### src/rtl/hazard_pkg.sv
// Shared definitions for the pipeline hazard controller: FSM state encoding
// and RV32 major opcodes (also consumed by the decode-stage immediate generator).
package hazard_pkg;

  typedef enum logic [1:0] {
    RUN      = 2'b00,
    LU_STALL = 2'b01,
    FLUSH    = 2'b10,
    MEM_WAIT = 2'b11
  } hz_state_t;

  localparam logic [6:0] OP_R      = 7'b0110011;
  localparam logic [6:0] OP_IMM    = 7'b0010011;
  localparam logic [6:0] OP_LOAD   = 7'b0000011;
  localparam logic [6:0] OP_STORE  = 7'b0100011;
  localparam logic [6:0] OP_BRANCH = 7'b1100011;
  localparam logic [6:0] OP_JAL    = 7'b1101111;
  localparam logic [6:0] OP_JALR   = 7'b1100111;
  localparam logic [6:0] OP_LUI    = 7'b0110111;
  localparam logic [6:0] OP_AUIPC  = 7'b0010111;

endpackage

### src/rtl/hazard_src_decode.sv
// Decodes which source registers the instruction in IF/ID actually reads,
// so that immediate bits sitting in the rs fields never raise a false hazard.
module hazard_src_decode
  import hazard_pkg::*;
(
  input  logic [31:0] id_inst,
  output logic        use_rs1,
  output logic        use_rs2,
  output logic [4:0]  rs1,
  output logic [4:0]  rs2
);

  logic unused_bits;
  assign unused_bits = ^{id_inst[31:25], id_inst[14:7]};

  assign rs1 = id_inst[19:15];
  assign rs2 = id_inst[24:20];

  // Opcode-driven source usage.
  always_comb begin
    use_rs1 = 1'b0;
    use_rs2 = 1'b0;
    case (id_inst[6:0])
      OP_R, OP_STORE, OP_BRANCH: begin
        use_rs1 = 1'b1;
        use_rs2 = 1'b1;
      end
      OP_IMM, OP_LOAD, OP_JALR: begin
        use_rs1 = 1'b1;
        use_rs2 = 1'b0;
      end
      OP_JAL, OP_LUI, OP_AUIPC: begin
        use_rs1 = 1'b0;
        use_rs2 = 1'b0;
      end
      default: begin
        use_rs1 = 1'b0;
        use_rs2 = 1'b0;
      end
    endcase
  end

endmodule

### src/rtl/hazard_ctrl.sv
// Hazard and redirect controller: load-use stalls, EX redirects with stale-fetch
// flushing, data-memory wait freezes, and a saturating stall-cycle counter.
module hazard_ctrl
  import hazard_pkg::*;
#(
  parameter int IMEM_LAT = 1,
  parameter int CNT_W    = 16
) (
  input  logic             clk,
  input  logic             rst_n,
  input  logic [31:0]      id_inst,
  input  logic             id_valid,
  input  logic             ex_valid,
  input  logic             ex_mem_read,
  input  logic [4:0]       ex_rd,
  input  logic             ex_redirect,
  input  logic             mem_busy,
  output logic             pc_write,
  output logic             ifid_write,
  output logic             ifid_flush,
  output logic             idex_bubble,
  output logic             exmem_hold,
  output logic [CNT_W-1:0] stall_cnt,
  output logic [1:0]       state
);

  localparam logic [2:0]       FLUSH_INIT = 3'(IMEM_LAT);
  localparam logic [CNT_W-1:0] CNT_MAX    = '1;

  hz_state_t  cur_state, nxt_state;
  logic [2:0] fcnt, fcnt_nxt;
  logic       resume_flush, resume_nxt;
  logic       use_rs1, use_rs2;
  logic [4:0] rs1, rs2;
  logic       lu;

  hazard_src_decode u_src_decode (
    .id_inst (id_inst),
    .use_rs1 (use_rs1),
    .use_rs2 (use_rs2),
    .rs1     (rs1),
    .rs2     (rs2)
  );

  assign lu = id_valid & ex_valid & ex_mem_read & (ex_rd != 5'd0) &
              ((use_rs1 & (rs1 == ex_rd)) | (use_rs2 & (rs2 == ex_rd)));

  // Priority resolution of busy, redirect, flush and load-use; controls are combinational.
  always_comb begin
    nxt_state   = cur_state;
    fcnt_nxt    = fcnt;
    resume_nxt  = resume_flush;
    pc_write    = 1'b0;
    ifid_write  = 1'b0;
    ifid_flush  = 1'b0;
    idex_bubble = 1'b0;
    exmem_hold  = 1'b0;
    if (!rst_n) begin
      ifid_flush  = 1'b1;
      idex_bubble = 1'b1;
    end else if (mem_busy) begin
      exmem_hold = 1'b1;
      nxt_state  = MEM_WAIT;
      if (cur_state == FLUSH) begin
        resume_nxt = 1'b1;
      end else begin
        resume_nxt = resume_flush;
      end
    end else if (ex_redirect) begin
      pc_write    = 1'b1;
      ifid_flush  = 1'b1;
      idex_bubble = 1'b1;
      fcnt_nxt    = FLUSH_INIT;
      resume_nxt  = 1'b0;
      nxt_state   = FLUSH;
    end else if ((cur_state == FLUSH) && (fcnt != 3'd0)) begin
      pc_write   = 1'b1;
      ifid_flush = 1'b1;
      fcnt_nxt   = fcnt - 3'd1;
      nxt_state  = (fcnt == 3'd1) ? RUN : FLUSH;
    end else if ((cur_state == RUN) && lu) begin
      idex_bubble = 1'b1;
      nxt_state   = LU_STALL;
    end else begin
      pc_write   = 1'b1;
      ifid_write = 1'b1;
      // Leaving a wait that interrupted a flush resumes the remaining slots.
      if ((cur_state == MEM_WAIT) && resume_flush) begin
        nxt_state  = FLUSH;
        resume_nxt = 1'b0;
      end else begin
        nxt_state  = RUN;
        resume_nxt = 1'b0;
      end
    end
  end

  // FSM, flush counter and resume flag.
  always_ff @(posedge clk or negedge rst_n) begin
    if (!rst_n) begin
      cur_state    <= RUN;
      fcnt         <= 3'd0;
      resume_flush <= 1'b0;
    end else begin
      cur_state    <= nxt_state;
      fcnt         <= fcnt_nxt;
      resume_flush <= resume_nxt;
    end
  end

  // Saturating count of cycles where the PC did not advance.
  always_ff @(posedge clk or negedge rst_n) begin
    if (!rst_n) begin
      stall_cnt <= '0;
    end else if (!pc_write && (stall_cnt != CNT_MAX)) begin
      stall_cnt <= stall_cnt + CNT_W'(1);
    end else begin
      stall_cnt <= stall_cnt;
    end
  end

  assign state = cur_state;

endmodule
### config.mk
export PLATFORM = sky130hd
export DESIGN_NAME = hazard_ctrl
export DESIGN_NICKNAME = d
export VERILOG_FILES = /design/src/rtl/hazard_pkg.sv /design/src/rtl/hazard_src_decode.sv /design/src/rtl/hazard_ctrl.sv
export SDC_FILE = /design/constraint.sdc
export NUM_CORES = 1
export LEC_CHECK = 0
export CORE_ASPECT_RATIO = 1.25
export CORE_MARGIN = 2
export CORE_UTILIZATION = 25
export CTS_CLUSTER_SIZE = 12
export DETAILED_ROUTE_END_ITERATION = 8
export GPL_TIMING_DRIVEN = 0
export PLACE_DENSITY_LB_ADDON = 0.25
export REMOVE_ABC_BUFFERS = 1
export SLEW_MARGIN = 10
export SYNTH_ARGS = -nofsm -noshare
export SYNTH_HDL_FRONTEND = slang
export SYNTH_SLANG_ARGS = --single-unit
### constraint.sdc
create_clock -name clk -period 2 [get_ports clk]
set_input_delay 0.4 -clock clk [delete_from_list [all_inputs] [get_ports clk]]
set_output_delay 0.4 -clock clk [all_outputs]
set_load 0.05 [all_outputs]
==> out/metrics.cfg <==
[logic_synthesis]
synthesis.area_um2=1380
synth_fa_ha_area_share_pct=3.64
synth_compound_gate_area_share_pct=17.1
synth_seq_cells=22
yosysUniqueCellTypes=37
synthCells=141
synth-simple-area-share_pct=19.1
synth_area_per_cell_um2=9.75
muxShareOfSynthArea_pct=0.819
synthXorXnorAreaFrac_pct=15.9
ys_seq_area_share_pct=40.0
synth_top_family_by_area=simple AND/OR/NAND/NOR gates
yosysWarnings=0

[worst_setup_path]
start_kind=primary input
worstReg2RegStart=stall_cnt[0]
worst_ep_arrival_time_ns=1.83
crit_path_end_kind=primary output
cp_max_fo=3
r2r_slack_ns=-0.21
reg2regPathDepth=8
reg2reg_to=stall_cnt[1]
worst-setup-path-type=primary input to primary output
worstPathRequired_ns=1.60

[layout]
utilization_pct=45.9
layout_common_cells=buf_4, dfrtp_1, xnor2_1, dlygate4sd2_1, clkdlybuf4s50_1
final_common_cell=buf_4
nFillCells=535
multiInputGateArea_um2=1030
stdcell_area_um2=2460
layout-drive-gt1-share_pct=38.8
finalNetCount=269
regArea_um2=554
antennaDiodeCount=0
syn_to_final_growth_pct=79.2

[floorplan]
pin_count=67
fp-row-count=30
fp.dieW_um=70.3
die_h_um=86.9
dieArea_um2=6110
coreArea_um2=5370
initial_core_util_pct=25.6

[placement]
dpl.hpwl_um=2550
placed_cell_area_um2=1950
port_buffers=51
gp_congestion=0.761
post-place-ws_ns=-1.71

[drt]
ant_nets=0
viasPerCell=4.99
vias=1411
drt-total-wl_um=4120
routedWlPerCell_um=14.5
firstDrtPassIters=4
drtIter0Drc=42
drc=0

[clocking]
cts-buffers-inserted=3
ctsRootBufferMaster=clkbuf_8
clk_latency_ns=0.26
h-tree-depth=1
clockBufferDepth=2
cts.clk_slew.worst_paths_ns=0.08
clock_sinks=22
cts_hold_buf=0
cts_tree=done

[timing]
tightest_slew_ns=0.512
hold_viol_final=0
fin_crit_ns=2.23
fin_skew_ns=0.00221
hold_slack_ns=0.0287
timing.fmax_ghz=0.448
fin_crit_sh_pct=112
setup_slack_ns=-0.230
rsz0062_at_grt=yes
setup_viol=18
slew_headroom_pct=65.7
drv_slew=0

[run]
maxCapViolations=0

[status]
status=finished with violations
violations=negative setup slack

[grt]
first_global_vias=1407
antenna_found_initial=0
grt.overflow.total=0
grt_pass1_wl_um=6830
grt_max_degree=28
grt_usage_pct=13.5

[pwr]
leakagePower_nw=1.07
vdd_ir_drop_max_mv=0.762
power_density_nw_per_um2=811
power_mw=2.00

[worst_hold_path]
hold_path_class=primary input to async pin

## worst max-delay path, cell delays in order
cell and delay [ns]:
buf_8 0.10, or4_4 0.53, o221ai_2 0.18, a21oi_2 0.08
buf_4 0.15, nor3b_2 0.20, buf_6 0.18
## stage by stage
stage | TNS, ns | cells
3_5_place_dp | -32.44 | 253
2_1_floorplan | -9.07 | 138
3_3_place_gp | -33.14 | 253
5_1_grt | -3.94 | 283
4_1_cts | -2.56 | 272
6_report | -2.01 | 283
## cell usage after synthesis
cell type  instances  area (um^2)
dfrtp_1           22          551
xnor2_1           16          140
nor2_1            10         37.5
xor2_1             9         78.8
nand2_1            8         30.0
inv_1              7         26.3
o21ai_0            7         35.0
o21ai_1            7         35.0
and3_1             5         31.3
nand3_1            5         25.0
and4_1             4         35.0
ha_1               4         50.1
o2111ai_1          4         35.0
a21oi_1            3         15.0
nor3_1             3         15.0
nor4_1             3         18.8
nand2b_1           2         12.5
nor3b_1            2         15.0
o211ai_2           2         25.0
a2111oi_2          1         15.0
a2111oi_4          1         27.5
a211oi_1           1         7.51
a22o_1             1         8.76
a22oi_1            1         7.51
and2_1             1         6.26
buf_2              1         5.00
buf_6              1         11.3
clkbuf_1           1         3.75
mux2_2             1         11.3
nand3b_1           1         7.51
nand4_1            1         6.26
nand4b_1           1         8.76
nor2b_1            1         6.26
o211ai_1           1         7.51
o21bai_1           1         7.51
o221ai_1           1         8.76
or4_1              1         7.51
## per-layer routing
| metal | track usage (%) | wire (um) | vias to the layer above |
|---|---|---|---|
| li1 | - | - | 668 |
| met1 | 18.4 | 1750 | 686 |
| met2 | 22.5 | 1990 | 53 |
| met3 | 2.89 | 353 | 4 |
| met4 | 2.10 | 23 | 0 |
| met5 | 0 | 0 | - |
## cell type report
type                       count  area share (%)
tap                           64            3.25
clock buffer                   3            1.68
sequential                    22            22.5
timing repair buffer          78            29.9
multi-input combinational    109            41.6
inverter                       7            1.07
## repair_timing
item | in CTS | in global routing
pin swaps | 29 | 25
setup buffers | 16 | 11
gates resized for setup | 115 | 35
endpoints found under the setup margin | 28 | 25
## how the worst max path moves through the flow
stage,startpoint,endpoint,cells past startpoint
5_1_grt,state[0],idex_bubble,7
3_3_place_gp,rst_n,ifid_write,5
2_1_floorplan,ex_rd[1],ifid_write,4
4_1_cts,state[0],idex_bubble,7
6_report,ex_rd[1],ifid_write,7
3_5_place_dp,rst_n,ifid_write,5
## power by group
part | internal (mW) | leakage, nW | switching [mW] | total [mW]
Combinational | 0.442 | 0.770 | 0.612 | 1.05
Sequential | 0.546 | 0.280 | 0.115 | 0.661
Clock | 0.135 | 0.0216 | 0.146 | 0.281
## flip-flops by register name (all words and copies together), names as in the netlist
signal	cells
resume_flush	1
stall_cnt	16
state	2
fcnt	3
## cells by family after synthesis
kind of cell,after synthesis
muxes,1
buffers and inverters,10
adders and majority gates,4
AOI/OAI and AO/OA,31
and+or+nand+nor,48
xor gates and xnor gates,25
DFF,22
No activity file was read; power rests on OpenSTA's default activity.
